--- src/rtl/conv_window_scheduler.sv ---
// Convolution window scheduler: walks every KxK window of the frame
// and issues one tap per cycle to the MAC over a valid/ready handshake.
module conv_window_scheduler #(
  parameter int IMG_W = 10,
  parameter int IMG_H = 8,
  parameter int K     = 3,
  parameter int AW    = 7,
  parameter int WW    = 4
) (
  input  logic          clk,
  input  logic          rst,
  input  logic          start,
  output logic          tap_valid,
  input  logic          tap_ready,
  output logic [AW-1:0] pix_addr,
  output logic [WW-1:0] wgt_idx,
  output logic          first_tap,
  output logic          last_tap,
  input  logic          mac_done,
  output logic [6:0]    out_col,
  output logic [6:0]    out_row,
  output logic          busy,
  output logic          done
);

  localparam int OUT_W = IMG_W - K + 1;
  localparam int OUT_H = IMG_H - K + 1;
  localparam int KW    = (K > 1) ? $clog2(K) : 1;

  typedef enum logic [1:0] {
    S_IDLE,
    S_ISSUE,
    S_WAIT,
    S_FIN
  } state_t;

  state_t        state_q, state_d;
  logic [KW-1:0] kc_q, kc_d;
  logic [KW-1:0] kr_q, kr_d;
  logic [6:0]    col_q, col_d;
  logic [6:0]    row_q, row_d;
  logic          valid_q, valid_d;
  logic          busy_q, busy_d;
  logic          done_q, done_d;

  logic kc_end, kr_end, col_end, row_end;

  assign kc_end  = (32'(kc_q) == K - 1);
  assign kr_end  = (32'(kr_q) == K - 1);
  assign col_end = (32'(col_q) == OUT_W - 1);
  assign row_end = (32'(row_q) == OUT_H - 1);

  assign tap_valid = valid_q;
  assign busy      = busy_q;
  assign done      = done_q;
  assign out_col   = col_q;
  assign out_row   = row_q;

  // Tap address and weight index derived from the registered counters
  assign pix_addr = AW'((32'(row_q) + 32'(kr_q)) * IMG_W
                        + 32'(col_q) + 32'(kc_q));
  assign wgt_idx  = WW'(32'(kr_q) * K + 32'(kc_q));
  assign first_tap = valid_q & (kc_q == '0) & (kr_q == '0);
  assign last_tap  = valid_q & kc_end & kr_end;

  // Next-state and counter update for the window sweep
  always_comb begin
    state_d = state_q;
    kc_d    = kc_q;
    kr_d    = kr_q;
    col_d   = col_q;
    row_d   = row_q;
    valid_d = valid_q;
    busy_d  = busy_q;
    done_d  = done_q;
    unique case (state_q)
      S_IDLE: begin
        if (start) begin
          state_d = S_ISSUE;
          kc_d    = '0;
          kr_d    = '0;
          col_d   = '0;
          row_d   = '0;
          valid_d = 1'b1;
          busy_d  = 1'b1;
          done_d  = 1'b0;
        end
      end
      S_ISSUE: begin
        if (tap_ready) begin
          if (!kc_end) begin
            kc_d = kc_q + KW'(1);
          end else if (!kr_end) begin
            kc_d = '0;
            kr_d = kr_q + KW'(1);
          end else begin
            kc_d    = '0;
            kr_d    = '0;
            valid_d = 1'b0;
            state_d = S_WAIT;
          end
        end
      end
      S_WAIT: begin
        if (mac_done) begin
          if (!col_end) begin
            col_d   = col_q + 7'd1;
            valid_d = 1'b1;
            state_d = S_ISSUE;
          end else if (!row_end) begin
            col_d   = '0;
            row_d   = row_q + 7'd1;
            valid_d = 1'b1;
            state_d = S_ISSUE;
          end else begin
            state_d = S_FIN;
          end
        end
      end
      S_FIN: begin
        done_d  = 1'b1;
        busy_d  = 1'b0;
        state_d = S_IDLE;
      end
      default: state_d = S_IDLE;
    endcase
  end

  // State, counters and registered outputs
  always_ff @(posedge clk or posedge rst) begin
    if (rst) begin
      state_q <= S_IDLE;
      kc_q    <= '0;
      kr_q    <= '0;
      col_q   <= '0;
      row_q   <= '0;
      valid_q <= 1'b0;
      busy_q  <= 1'b0;
      done_q  <= 1'b0;
    end else begin
      state_q <= state_d;
      kc_q    <= kc_d;
      kr_q    <= kr_d;
      col_q   <= col_d;
      row_q   <= row_d;
      valid_q <= valid_d;
      busy_q  <= busy_d;
      done_q  <= done_d;
    end
  end

endmodule
--- config.mk ---
export PLATFORM = sky130hd
export DESIGN_NAME = conv_window_scheduler
export DESIGN_NICKNAME = d
export VERILOG_FILES = /design/src/rtl/conv_window_scheduler.sv
export SDC_FILE = /design/constraint.sdc
export NUM_CORES = 1
export LEC_CHECK = 0
export BUFFER_PORTS_ARGS = -buffer_cell sky130_fd_sc_hd__buf_2
export CAP_MARGIN = 20
export CELL_PAD_IN_SITES_DETAIL_PLACEMENT = 0
export CELL_PAD_IN_SITES_GLOBAL_PLACEMENT = 1
export CORE_MARGIN = 1.5
export CORE_UTILIZATION = 38
export DETAILED_ROUTE_END_ITERATION = 10
export PLACE_DENSITY_LB_ADDON = 0.12
export SLEW_MARGIN = 15
export SYNTH_ARGS = -nofsm -noshare
export SYNTH_HDL_FRONTEND = slang
export SYNTH_SLANG_ARGS = --single-unit
export TNS_END_PERCENT = 5
--- constraint.sdc ---
create_clock -name clk -period 3.7 [get_ports clk]
set_clock_uncertainty 0.2 [all_clocks]
set_input_delay 0.37 -clock clk [delete_from_list [all_inputs] [get_ports clk]]
set_output_delay 0.37 -clock clk [all_outputs]
set_load 0.01 [all_outputs]
After elaboration in Yosys (flattened, before gate mapping) --
Index checks and enable logic that the tools add are counted.
Operators by class: add/subtract/negate cells 8, $mul 2, equality and inequality tests 15, multiplexer cells 36, bitwise operators 4, reduce and logical (&&, ||, !) cells 14
Operator list (count):
- $mux W7 | 7
- $pmux W7 S2 | 2
- $mux W2 | 13
- $add A7 B1 Y7 const B | 2
- $eq A7 B3 Y1 const B | 2
- $ne A2 B2 Y1 const B | 7
- $reduce_and A5 Y1 | 2
- $add A7 B2 Y8 | 1
- $eq A2 B2 Y1 const B | 4
- $mul A8 B3 Y6 const B | 1
- $mux W1 | 8
- $pmux W2 S2 | 2
- $pmux W2 S4 | 1
- $reduce_and A4 Y1 | 2
- $add A7 B2 Y7 | 1
- $add A7 B7 Y7 | 1
- $reduce_and A7 Y1 | 1
- $logic_not A2 Y1 | 3
- $reduce_bool A2 Y1 | 3
- $add A2 B1 Y2 const B | 2
- $add A4 B2 Y4 | 1
- $and A1 B1 Y1 | 4
- $mul A2 B2 Y4 const B | 1
- $pmux W1 S2 | 2
- 6 further kinds | 6
Storage, ports and cells: register bits 23, input port bits 5

Longest topological paths before layout --
depth in word-level cells 5, depth in mapped cells 13

Worst setup path after synthesis --
No wires, ideal clock.
kind reg2out, start point register row_q[0] (netlist: out_row[0]), end point output pix_addr[6], data arrival time 3.097 ns, setup slack 0.033 ns, cell stages (with the launch flop) 12, path buffers 0, cell sequence dfrtp_1 > ha_1 > fa_1 > ha_1 > ha_1 > fa_1 > ha_1 > xnor2_1 > xnor2_1 > xnor2_1 > xor2_1 > xnor2_1
On the way: cells in the longest elaborated chain, start to end 4
Ends and longest elaborated chain:
- from (decl) | line 41 | logic [6:0] row_q, row_d;
- from (signal assigned) | line 145 | row_q <= row_d;
- $add A7 B2 Y8 | line 60 | assign pix_addr = AW'((32'(row_q) + 32'(kr_q)) * IMG_W
- $mul A8 B3 Y6 | line 60
- $add A7 B7 Y7 | line 61 | + 32'(col_q) + 32'(kc_q));
- $add A7 B2 Y7 | line 61
- to (decl) | line 15 | output logic [AW-1:0] pix_addr,
Every way passes these cells.

Worst setup path in the final report --
start point register kr_q[1], end point output pix_addr[6]
On the way: cells in the longest elaborated chain, start to end 4
Ends and longest elaborated chain:
- from (decl) | line 39 | logic [KW-1:0] kr_q, kr_d;
- from (signal assigned) | line 143 | kr_q <= kr_d;
- $add A7 B2 Y8 | line 60
- $mul A8 B3 Y6 | line 60
- $add A7 B7 Y7 | line 61
- $add A7 B2 Y7 | line 61
Every way passes these cells.

==> impl_metrics.env <==
export IMPL_synth_edf_count=0
export IMPL_slowest_stage="fa_1"
export IMPL_worst_r2r_setup_slack_ps=1250
export IMPL_postCtsHoldBufs=0
export IMPL_syn_cell_area_um2=1950
export IMPL_fp_dieH_um=74.6
export IMPL_synth_avg_cell_area_um2=9.28
export IMPL_netlist_instances=210
export IMPL_grt_usage_pct=16.9
export IMPL_ant_nets=0
export IMPL_min_path_type="in2async"
export IMPL_hpwl_um=3200
export IMPL_path_common_cell="xnor2_1"
export IMPL_rsz0062_at_grt="yes"
export IMPL_p_comb_share_pct=50.7
export IMPL_drt_iter0_markers=33
export IMPL_p_sw_share_pct=40.5
export IMPL_cap_violations=0
export IMPL_p_total_mw=1.05
export IMPL_initial_core_util_pct=40.4
export IMPL_wl_um=4210
export IMPL_syn_nets=245
export IMPL_ys_ff_latch=23
export IMPL_die_w_um=74.6
export IMPL_path_buf_inv=1
export IMPL_drv_slew=0
export IMPL_most_common_layout_cells="buf_2 (34), dfrtp_1 (23), inv_1 (18), ha_1 (18), nor2_1 (16)"
export IMPL_drive_above_1_share_pct=27.7
export IMPL_power_frac_seq_pct=34.3
export IMPL_fin_hold_ws_ps=86.4
export IMPL_vias=1594
export IMPL_finalSetupTns_ps=-278
export IMPL_period_needed_ps=3980
export IMPL_powerDensity_nw_per_um2=431
export IMPL_gp_congestion=0.735
export IMPL_die_area_um2=5570
export IMPL_antenna_found_initial=0
export IMPL_final_period_utilization_pct=108
export IMPL_pre_cts_ws_ps=-33.6
export IMPL_internal_power_mw=0.623
export IMPL_peakVddDrop_v=0.000329
export IMPL_vias_per_cell=4.93
export IMPL_critPathMaxStageDelay_ps=440
export IMPL_start_kind="register"
export IMPL_yosysSeqAreaShare_pct=29.5
export IMPL_synth_warnings=0
export IMPL_cts_buffer_depth=2
export IMPL_critPathMaxFanout=3
export IMPL_violations="negative setup slack"
export IMPL_cp_required_ps=3130
export IMPL_syn_to_final_growth_pct=24.7
export IMPL_drt_first_pass_iters=4
export IMPL_drc=0
export IMPL_clkLatencyLatePin_ps=260
export IMPL_status="finished, violations left"
export IMPL_ioPinCount=35
export IMPL_grt_pass1_wl_um=7160
export IMPL_critPathTopFamily="adder cells"
export IMPL_cp_cell_sequence="ha_1, a21o_1, nand2_2, xnor2_2, ha_4, ha_4, fa_1, ha_2, xnor2_2, xnor2_1, xnor2_1, xor2_1, xnor2_1, buf_2"
export IMPL_async_flop_share_pct=100
export IMPL_rows=25
export IMPL_hold_violations=0
export IMPL_core_um2=4820
export IMPL_ys_flop_type="dfrtp_1"
export IMPL_pwr_share_clk_pct=15.0
export IMPL_yosysUniqueCellTypes=40
export IMPL_antenna_cells=0
export IMPL_p_sw_mw=0.425
export IMPL_root_buffer="clkbuf_8"
export IMPL_grt_max_degree=24
export IMPL_slew_headroom_pct=40.4
export IMPL_wl_per_cell_um=13.0
export IMPL_finalSetupViolCount=1
export IMPL_critical_path_class="reg2out"
export IMPL_overflow=0
export IMPL_end_kind="primary output"
export IMPL_finalNetCount=292
export IMPL_final_common_cell="buf_2"
export IMPL_fmax_ghz=0.251
export IMPL_numClockSinks=23
export IMPL_worstMarginPinSlew_ps=894
export IMPL_arrival_ps=3410
export IMPL_first_global_vias=1488
export IMPL_cts_htree_levels=1
export IMPL_clk_pin_slew_worst_paths_ps=80
export IMPL_cts_made_buffers=3
export IMPL_cts_tree="yes"
export IMPL_port_buffers=34
export IMPL_fin_ws_ps=-278
export IMPL_p_leak_nw=1.24
-- cell usage after synthesis (all sizes together) (7+ instances only) --
library cell | instances | area share (%)
dfrtp | 23 | 30
nor2 | 18 | 4.0
xnor2 | 10 | 4.5
o21ai | 14 | 3.6
ha | 24 | 15
nand2b | 7 | 2.2
inv | 18 | 3.5
nand2 | 15 | 2.9
a21oi | 12 | 3.1
-- metal layers --
metal | part of all wire (%) | vias to the layer above | GRT usage, %
met2 | 47 | 30 | 27.4
met1 | 49 | 737 | 24.0
met4 | 1.1 | 0 | 4.85
li1 | - | 822 | -
met5 | 0 | - | 0
met3 | 2.5 | 5 | 1.63
-- through the flow --
step,instances,instance area (um2),utilization [%]
2_1_floorplan,210,1950,-
3_3_place_gp,314,2240,46.6
3_5_place_dp,314,2240,46.6
4_1_cts,322,2370,49.2
5_1_grt,323,2430,50.4
6_report,323,2430,50.4
-- cell type report --
type | count | area (um2)
timing repair buffer | 48 | 275
sequential | 23 | 576
tap | 67 | 83.8
multi-input combinational | 163 | 1380
clock buffer | 4 | 45.0
inverter | 18 | 67.6
fill | 496 | 2390
-- path summary, 6_finish.rpt --
check	from	to	cells after the start
setup / recovery	kr_q[1]	pix_addr[6]	14
max in group asynchronous	rst	kr_q[0]	2
hold reg to reg	done	done	2
min in group clk	mac_done	state_q[0]	3
hold / removal	rst	out_row[6]	2
setup reg to reg	out_col[3]	out_row[0]	5
-- cells by family (layout without fill, tap and decap cells) --
logic type | count (synthesis) | after routing | synth area share (%)
AND/OR/NAND/NOR | 68 | 68 | 19.4
AO/OA/AOI/OAI | 46 | 46 | 15.8
adder cells (fa/ha/maj) | 30 | 30 | 21.6
buffers and inverters | 24 | 70 | 4.82
flip-flops | 23 | 23 | 29.5
XOR/XNOR | 16 | 16 | 7.19
multiplexers | 3 | 3 | 1.67
-- power groups by stage --
stage | clock network (mW) | registers [mW] | logic (mW)
6_report | 0.157 | 0.360 | 0.531
5_1_grt | 0.177 | 0.371 | 0.604
4_1_cts | 0.164 | 0.357 | 0.541
3_5_place_dp | 0 | 0.363 | 0.502
3_3_place_gp | 0 | 0.364 | 0.499
2_1_floorplan | 0 | 0.351 | 0.339
-- flip-flops by register name, summed over array words and instances, names as in the netlist --
name	count
out_row	7
out_col	7
tap_valid	1
done	1
kc_q	2
state_q	2
busy	1
kr_q	2
-- what timing repair did --
action	CTS	global route
setup endpoints to repair	2	2
resized for setup	10	6
cloned	0	0
buffers inserted	4	1
pin swaps	7	9
-- worst register-to-register path, delay by kind of cell, from the launching register on --
family	cells	cell delay [ps]
flip-flops	1	480
AO/OA/AOI/OAI	1	490
AND/OR/NAND/NOR	3	830
multiplexers	1	340
Note: power is estimated with default switching activity, not from simulation.
